$ cat src/rtl/frogger_pkg.sv
// Shared encodings and constants for the Frogger game controller and datapath.
package frogger_pkg;

    typedef enum logic [2:0] {
        StIdle     = 3'd0,
        StPlay     = 3'd1,
        StDying    = 3'd2,
        StWin      = 3'd3,
        StGameOver = 3'd4
    } state_e;

    localparam logic [2:0] START_ROW = 3'd7;
    localparam logic [7:0] START_COL = 8'b0001_0000;
    localparam logic [1:0] MAX_LEVEL = 2'd3;

    function automatic logic [7:0] sat_inc8(input logic [7:0] v);
        return (v == 8'hFF) ? v : v + 8'd1;
    endfunction

endpackage

$ cat src/rtl/button_debounce.sv
// Two-flop synchronizer plus stable-low counter; emits one press event per hold.
module button_debounce #(
    parameter int unsigned DEBOUNCE_CYCLES = 1_000_000
) (
    input  logic clk,
    input  logic reset,
    input  logic btn_n_i,
    output logic press_o
);

    localparam int unsigned CW = $clog2(DEBOUNCE_CYCLES + 1);

    logic          sync1_q, sync2_q;
    logic          armed_q, armed_d;
    logic [CW-1:0] cnt_q, cnt_d;

    always_ff @(posedge clk or negedge reset) begin
        if (!reset) begin
            sync1_q <= 1'b1;
            sync2_q <= 1'b1;
            armed_q <= 1'b1;
            cnt_q   <= '0;
        end else begin
            sync1_q <= btn_n_i;
            sync2_q <= sync1_q;
            armed_q <= armed_d;
            cnt_q   <= cnt_d;
        end
    end

    // press_o is consumed by registers in the parent, so the event lands on
    // the edge at which the count reaches DEBOUNCE_CYCLES.
    always_comb begin
        press_o = 1'b0;
        armed_d = armed_q;
        cnt_d   = cnt_q;
        if (sync2_q) begin
            armed_d = 1'b1;
            cnt_d   = '0;
        end else if (armed_q) begin
            if (cnt_q == CW'(DEBOUNCE_CYCLES)) begin
                press_o = 1'b1;
                armed_d = 1'b0;
            end else begin
                cnt_d = cnt_q + CW'(1);
            end
        end
    end

endmodule

$ cat src/rtl/frogger_game_ctrl.sv
// Frogger game sequencer: debounced moves, level-scaled car tick, and the
// idle/play/dying/win/game-over state machine with lives, score and level.
module frogger_game_ctrl
    import frogger_pkg::*;
#(
    parameter int unsigned TICK_BASE       = 100_000_000,
    parameter int unsigned DEBOUNCE_CYCLES = 1_000_000,
    parameter int unsigned LIVES           = 3,
    parameter int unsigned HOLD_TICKS      = 2
) (
    input  logic       clk,
    input  logic       reset,
    input  logic       up,
    input  logic       down,
    input  logic       left,
    input  logic       right,
    input  logic       start,
    input  logic       hit,
    input  logic [2:0] frog_row,
    output logic       move_up,
    output logic       move_down,
    output logic       move_left,
    output logic       move_right,
    output logic       shift_tick,
    output logic       respawn,
    output logic       freeze,
    output logic [1:0] level,
    output logic [1:0] lives,
    output logic [7:0] score,
    output logic [2:0] state
);

    localparam int unsigned TW = $clog2(TICK_BASE);
    localparam int unsigned HW = (HOLD_TICKS > 1) ? $clog2(HOLD_TICKS) : 1;

    logic ev_up, ev_down, ev_left, ev_right, ev_start;

    button_debounce #(.DEBOUNCE_CYCLES(DEBOUNCE_CYCLES)) u_db_up (
        .clk(clk), .reset(reset), .btn_n_i(up), .press_o(ev_up)
    );
    button_debounce #(.DEBOUNCE_CYCLES(DEBOUNCE_CYCLES)) u_db_down (
        .clk(clk), .reset(reset), .btn_n_i(down), .press_o(ev_down)
    );
    button_debounce #(.DEBOUNCE_CYCLES(DEBOUNCE_CYCLES)) u_db_left (
        .clk(clk), .reset(reset), .btn_n_i(left), .press_o(ev_left)
    );
    button_debounce #(.DEBOUNCE_CYCLES(DEBOUNCE_CYCLES)) u_db_right (
        .clk(clk), .reset(reset), .btn_n_i(right), .press_o(ev_right)
    );
    button_debounce #(.DEBOUNCE_CYCLES(DEBOUNCE_CYCLES)) u_db_start (
        .clk(clk), .reset(reset), .btn_n_i(start), .press_o(ev_start)
    );

    state_e        state_q, state_d;
    logic [1:0]    lives_q, lives_d;
    logic [1:0]    level_q, level_d;
    logic [7:0]    score_q, score_d;
    logic [TW-1:0] tick_cnt_q, tick_cnt_d;
    logic [HW-1:0] hold_cnt_q, hold_cnt_d;
    logic          respawn_q, respawn_d;
    logic [3:0]    move_q, move_d;   // {up, down, right, left}
    logic [TW-1:0] period_m1;
    logic          expire;

    assign period_m1 = TW'((TICK_BASE >> level_q) - 1);
    assign expire    = (tick_cnt_q == period_m1);

    always_ff @(posedge clk or negedge reset) begin
        if (!reset) begin
            state_q    <= StIdle;
            lives_q    <= '0;
            level_q    <= '0;
            score_q    <= '0;
            tick_cnt_q <= '0;
            hold_cnt_q <= '0;
            respawn_q  <= 1'b0;
            move_q     <= '0;
        end else begin
            state_q    <= state_d;
            lives_q    <= lives_d;
            level_q    <= level_d;
            score_q    <= score_d;
            tick_cnt_q <= tick_cnt_d;
            hold_cnt_q <= hold_cnt_d;
            respawn_q  <= respawn_d;
            move_q     <= move_d;
        end
    end

    always_comb begin
        state_d    = state_q;
        lives_d    = lives_q;
        level_d    = level_q;
        score_d    = score_q;
        hold_cnt_d = hold_cnt_q;
        move_d     = '0;

        case (state_q)
            StIdle, StGameOver: begin
                if (ev_start) begin
                    state_d = StPlay;
                    lives_d = 2'(LIVES);
                    score_d = '0;
                    level_d = '0;
                end
            end
            StPlay: begin
                // Inputs in the respawn cycle still describe the old frog position.
                if (!respawn_q) begin
                    if (hit) begin
                        state_d = StDying;
                        lives_d = (lives_q != 2'd0) ? lives_q - 2'd1 : 2'd0;
                    end else if (frog_row == 3'd0) begin
                        state_d = StWin;
                        score_d = sat_inc8(score_q);
                        level_d = (level_q == MAX_LEVEL) ? level_q : level_q + 2'd1;
                    end
                end
            end
            StDying, StWin: begin
                if (expire) begin
                    if (hold_cnt_q == HW'(HOLD_TICKS - 1)) begin
                        state_d = (state_q == StDying && lives_q == 2'd0) ? StGameOver
                                                                          : StPlay;
                    end else begin
                        hold_cnt_d = hold_cnt_q + HW'(1);
                    end
                end
            end
            default: state_d = StIdle;
        endcase

        if (state_d != state_q) begin
            hold_cnt_d = '0;
        end
        tick_cnt_d = (state_d != state_q || expire) ? '0 : tick_cnt_q + TW'(1);
        respawn_d  = (state_d == StPlay) && (state_q != StPlay);

        if (state_q == StPlay && !respawn_q) begin
            if (ev_up)         move_d = 4'b1000;
            else if (ev_down)  move_d = 4'b0100;
            else if (ev_right) move_d = 4'b0010;
            else if (ev_left)  move_d = 4'b0001;
        end
    end

    assign move_up    = move_q[3];
    assign move_down  = move_q[2];
    assign move_right = move_q[1];
    assign move_left  = move_q[0];
    assign respawn    = respawn_q;
    assign shift_tick = (state_q == StPlay) && expire;
    assign freeze     = (state_q != StPlay);
    assign level      = level_q;
    assign lives      = lives_q;
    assign score      = score_q;
    assign state      = state_q;

endmodule

$ cat config.mk
export PLATFORM = sky130hd
export DESIGN_NAME = frogger_game_ctrl
export DESIGN_NICKNAME = d
export VERILOG_FILES = /design/src/rtl/frogger_pkg.sv /design/src/rtl/button_debounce.sv /design/src/rtl/frogger_game_ctrl.sv
export SDC_FILE = /design/constraint.sdc
export NUM_CORES = 1
export LEC_CHECK = 0
export ABC_AREA = 0
export BUFFER_PORTS_ARGS = -buffer_cell sky130_fd_sc_hd__buf_2
export CORE_AREA = 2 2 110 155
export CTS_CLUSTER_DIAMETER = 100
export DETAILED_ROUTE_END_ITERATION = 10
export DIE_AREA = 0 0 112 157
export GPL_TIMING_DRIVEN = 0
export PLACE_DENSITY = 0.7
export SYNTH_ARGS = -nofsm -noshare
export SYNTH_HDL_FRONTEND = slang
export SYNTH_SLANG_ARGS = --single-unit
$ cat constraint.sdc
create_clock -name clk -period 4.3 [get_ports clk]
set_input_delay 0.645 -clock clk [delete_from_list [all_inputs] [get_ports clk]]
set_output_delay 0.645 -clock clk [all_outputs]
set_load 0.03 [all_outputs]
# After elaboration in Yosys (flattened, before gate mapping)
# Index checks and enable logic that the tools add are counted.
[classes]
n_addsub = 11
eq_ne = 27
shifts = 1
muxes = 80
n_reduce_logical = 29
[op_table]
columns = ["cell", "count"]
rows = [
  ["2-to-1 mux 20 bit", 15],
  ["adder 20 x 1 -> 20 bit, second input constant", 5],
  ["== test 20 bit, second input constant", 5],
  ["2-to-1 mux 8 bit", 5],
  ["2-to-1 mux 1 bit", 35],
  ["adder 27 x 1 -> 27 bit, second input constant", 1],
  ["== test 27 bit", 1],
  ["2-to-1 mux 27 bit", 1],
  ["right shift 27 x 2 -> 27 bit, first input constant", 1],
  ["subtractor 27 x 1 -> 27 bit, second input constant", 1],
  ["2-to-1 mux 3 bit", 8],
  ["2-to-1 mux 2 bit", 10],
  ["nonzero test 2 bit", 9],
  ["one-hot mux 8 bit (2 select lines)", 1],
  ["inequality test 2 bit, second input constant", 7],
  ["AND reduction 2 bit", 6],
  ["AND reduction 6 bit", 2],
  ["inequality test 2 x 1 -> 1 bit, second input constant", 5],
  ["one-hot mux 3 bit (3 select lines)", 1],
  ["adder 8 x 1 -> 8 bit, second input constant", 1],
  ["== test 8 bit, second input constant", 1],
  ["2-to-1 mux 4 bit", 2],
  ["one-hot mux 2 bit (2 select lines)", 2],
  ["== test 3 x 1 -> 1 bit, second input constant", 2],
  ["other kinds (15)", 21],
]
[word_totals]
ff_bits = 163
wordCells = 176

# Logic depth before layout (Yosys ltp)
[depth]
ltp_word = 9
ltp_mapped = 10

# Modules after synthesis
# From an unflattened synthesis, not the netlist that was laid out.
[unflattened]
cells_unflattened = 936
hier_area_um2 = 8887.3
[by_module_without_submodules]
columns = ["mod", "instances", "cells_each", "area_per_inst_um2"]
rows = [
  ["button_debounce (u_db_down ...)", 4, 129, 1236.2],
  ["frogger_game_ctrl", 1, 292, 2737.6],
  ["button_debounce (u_db_up)", 1, 128, 1204.9],
]

# Worst setup path after synthesis
# No wires, ideal clock.
[synth_path]
kind = "flip-flop to output port"
from = "register level_q[0] (netlist: level[0])"
to = "output port shift_tick"
t_arrival_ps = 3077
required_ps = 3655
path_slack_ps = 578
path_stages_with_launch = 9
cell_sequence = "dfrtp_1 inv_1 ha_1 inv_1 ha_1 xor2_1 o21ai_0 or4_4 nor4_1"
[synth_between]
elab_chain_len = 4
[synth_rtl]
columns = ["element", "line_no", "source"]
rows = [
  ["start: declaration", "frogger_game_ctrl.sv:56", "logic [1:0] level_q, level_d;"],
  ["start signal: assignment", "frogger_game_ctrl.sv:81", "level_q <= level_d;"],
  ["right shift 27 x 2 -> 27 bit", "frogger_game_ctrl.sv:65", "assign period_m1 = TW'((TICK_BASE >> level_q) - 1);"],
  ["subtractor 27 x 1 -> 27 bit", "frogger_game_ctrl.sv:65", ""],
  ["== test 27 bit", "frogger_game_ctrl.sv:66", "assign expire = (tick_cnt_q == period_m1);"],
  ["logical AND 1 bit", "frogger_game_ctrl.sv:152", "assign shift_tick = (state_q == StPlay) && expire;"],
  ["end: declaration", "frogger_game_ctrl.sv:24", "output logic shift_tick,"],
]
# Every way passes these cells.

# Worst setup path in the final report
# Ends and elaborated chain as after synthesis.

==> results.cfg <==
[synth]
syn_area_per_cell_sq_um = 9.424
synthTopCellsByArea = dfrtp_1 42%, dfstp_2 4.5%, a21oi_1 3.6%, xnor2_1 3.3%, or3_1 3.3%
synthSimpleGateAreaFrac = 0.2761
synthMuxAreaShare = 0.01612
synth_cell_types = 57
synthAdderAreaFrac = 0.02852
synth_compound_gate_area_share = 0.1165
seq_area_frac_synth = 0.4671
yosysTopAreaCellShare = 0.4221
syn-cell-area_sq_um = 8773
ys_warn_count = 0
ys_ff_latch = 163
synth_top_family_by_area = simple AND/OR/NAND/NOR gates
async_reset_ff_frac = 1.000
synth_area_leader_cell = dfrtp_1
synth-xor-area-share = 0.06090
syn_inst = 931
synth-edff-count = 0
synthFlopType = dfrtp_1
synthTopCellsByCount = 148 x dfrtp_1, 71 x nor2_1, 63 x a21oi_1, 59 x nand2_1, 46 x or3_1
yosysMostFrequentCell = dfrtp_1
syn-num-nets = 962

[timing]
tns_ps = 0
hold_viol = 0
clock_skew_ps = 9.119
max-slew-margin-rel = 0.2992
rsz0062_at_grt = false
worst_slew_pin_slew_ps = 1043
final.min_clock_period_ps = 3642
final_max_slew_viol_count = 0
max_freq_ghz = 0.2746
min_period_over_period = 0.8469
setup_viol = 0

[cts]
ctsHoldBuffers = 0
cts_max_path_buffers = 2
cts-root-buf = clkbuf_16
cts_buffers = 17
cts_repair_resize_count = 0
worst_skew_pair.late_latency_ps = 420
cts_setup_buffers = 0
clock_sinks = 163
htreeDepth = 4
cts_tree = yes
clk_pin_slew_worst_paths_ps = 60

[finish]
layout.nets = 1014
final_cell_area_sq_um = 9849
fin_cells = 1195
fillers = 1412
insertedDiodeCount = 0
synthToLayoutAreaGrowth_pct = 12.26
drive_above_1_share = 0.1094

[setup_path]
critPathMaxFanout = 7
cp.required_ps = 3650
path_class = register to primary output
r2r-start = level[0]$_DFFE_PN0P_
cp-start-kind = register
cp.arrival_ps = 3000
worstSetupStartpoint = level[0]$_DFFE_PN0P_
worstSetupEndpointType = primary output

[place]
io_buffers = 32
dp_cells = 1163
globalplace.congestion = 0.9084
dp_hpwl_um = 13350
place_area_sq_um = 9220

[global_route]
grt_antenna_before_repair = 0
first_global_vias = 7131
grt_pass1_wl_um = 33260
grt_overflow_total = 0
globalRouteTotalUtil = 0.2302
grt_max_degree = 90

[routing]
postRouteAntennaNets = 0
post_drt_wl_per_cell_um = 15.88
drc = 0
drtIter0Drc = 462
wl_um = 18980
viasPerCell = 6.041
vias = 7219
firstDrtPassIters = 5

[power_and_ir_drop]
seqPwrFrac = 0.476
power.internal_w = 0.002607
pwr-share-clk = 0.488
switchingPower_w = 0.0007022
power_density_nw_per_um2 = 336.0
swShare = 0.2122
fin_total_pwr_w = 0.003310
pwr-share-comb = 0.036
ir_drop_mv = 0.2706
p_leak_nw = 3.929

[die]
die_w_um = 112
fp.dieH_um = 157
start_util = 0.5448
num_rows = 55
design.die.area_sq_um = 17580
io_pins = 33
core-area_sq_um = 16100

[outcome]
outcome = completed

[worst_hold_path]
min-delay-path-class = input pin to async pin

[flow_run]
maxCapViolCount = 0
## sequential cells by signal, summed over array words and instances, names as in the netlist, 3 cells and up
register and count:
move_q 4, score 8, state 3, tick_cnt_q 27, u_db_down.cnt_q 20, u_db_left.cnt_q 20
u_db_right.cnt_q 20, u_db_start.cnt_q 20, u_db_up.cnt_q 20
## area by class of cell
cell class,count,area (sq um),area share
multi-input combinational,691,4370,0.4437
sequential,163,4098,0.4160
clock buffer,23,478.0,0.04853
tap,199,249.0,0.02528
timing repair buffer,33,197.7,0.02007
inverter,42,157.7,0.01601
clock inverter,9,151.4,0.01537
buffer,35,147.6,0.01499
## critical path, cell delays in order (launching register included)
cell and delay [ps]:
dfrtp_1 470, inv_1 160, ha_1 250, inv_1 60, ha_1 290, xor2_1 140
o21ai_0 120, or4_4 570, nor4_1 270, buf_2 250
## metal layers
layer,vias to the layer above,wire (um),share of wire,GRT usage
met1,3524,8327,0.44,0.2834
li1,3535,-,-,-
met3,25,625,0.033,0.03889
met2,135,9704,0.51,0.4089
met5,-,0,0,0
met4,0,323,0.017,0.08246
## cells by family (layout without fill, tap and decap cells)
kind of cell / after synthesis / count (layout)
buffers and inverters: 77 / 142
AO/OA/AOI/OAI: 169 / 169
AND/OR/NAND/NOR: 428 / 428
XOR/XNOR: 61 / 61
multiplexers: 13 / 13
flip-flops: 163 / 163
adder cells (fa/ha/maj): 20 / 20
## power by group through the flow
stage	logic, W	clock network [W]	registers (W)
floorplan	0.0000596	0	0.00160
global placement	0.000115	0	0.00160
detailed placement	0.000121	0	0.00160
CTS	0.000122	0.00165	0.00158
global route	0.000137	0.00171	0.00158
finish	0.000118	0.00162	0.00158
## through the flow
step,hold slack (ps),utilization,setup slack [ps]
after global placement,345.8,0.5702,74.39
after global routing,223.6,0.6117,388.5
after CTS,196.6,0.6117,618.0
after detailed placement,346.8,0.5726,1093
final,175.8,0.6117,658.3
after floorplan,345.2,-,578.2
## cell usage in the layout, fill, tap and decap left out, drive strengths merged, types with 2 or more instances in the layout
cell	netlist	final
ha	20	20
nor3b	4	4
nor2b	13	13
and2	4	4
nor4	23	23
o21ai	47	47
and3	17	17
or3	46	46
o221ai	2	2
bufinv	0	4
o21ba	2	2
nor4bb	2	2
dfrtp	148	148
xnor2	33	33
or2	3	3
nand4	34	34
nor2	71	71
mux2i	4	4
and4	15	15
o31ai	27	27
nand2b	3	3
a21oi	63	63
inv	42	42
o211ai	10	10
or4	32	32
o2111ai	7	7
xor2	28	28
clkinv	0	4
nand3	42	42
nor4b	13	13
dfstp	15	15
mux2	9	9
or3b	3	3
nor3	40	40
buf	7	40
clkbuf	28	51
nand2	59	59
## worst paths after layout
| check | end | slack, ps | cells after the start |
|---|---|---|---|
| max | shift_tick | 660 | 9 |
| max reg2reg | tick_cnt_q[23]$_DFF_PN0_ | 1290 | 10 |
| min | u_db_up.cnt_q[13]$_DFFE_PN0P_ | 180 | 1 |
| min in group clk | u_db_start.sync1_q$_DFF_PN1_ | 320 | 1 |
| min reg2reg | u_db_left.sync2_q$_DFF_PN1_ | 350 | 0 |
| max in group asynchronous | u_db_left.sync1_q$_DFF_PN1_ | 3270 | 2 |
No activity file was read; power rests on OpenSTA's default activity.
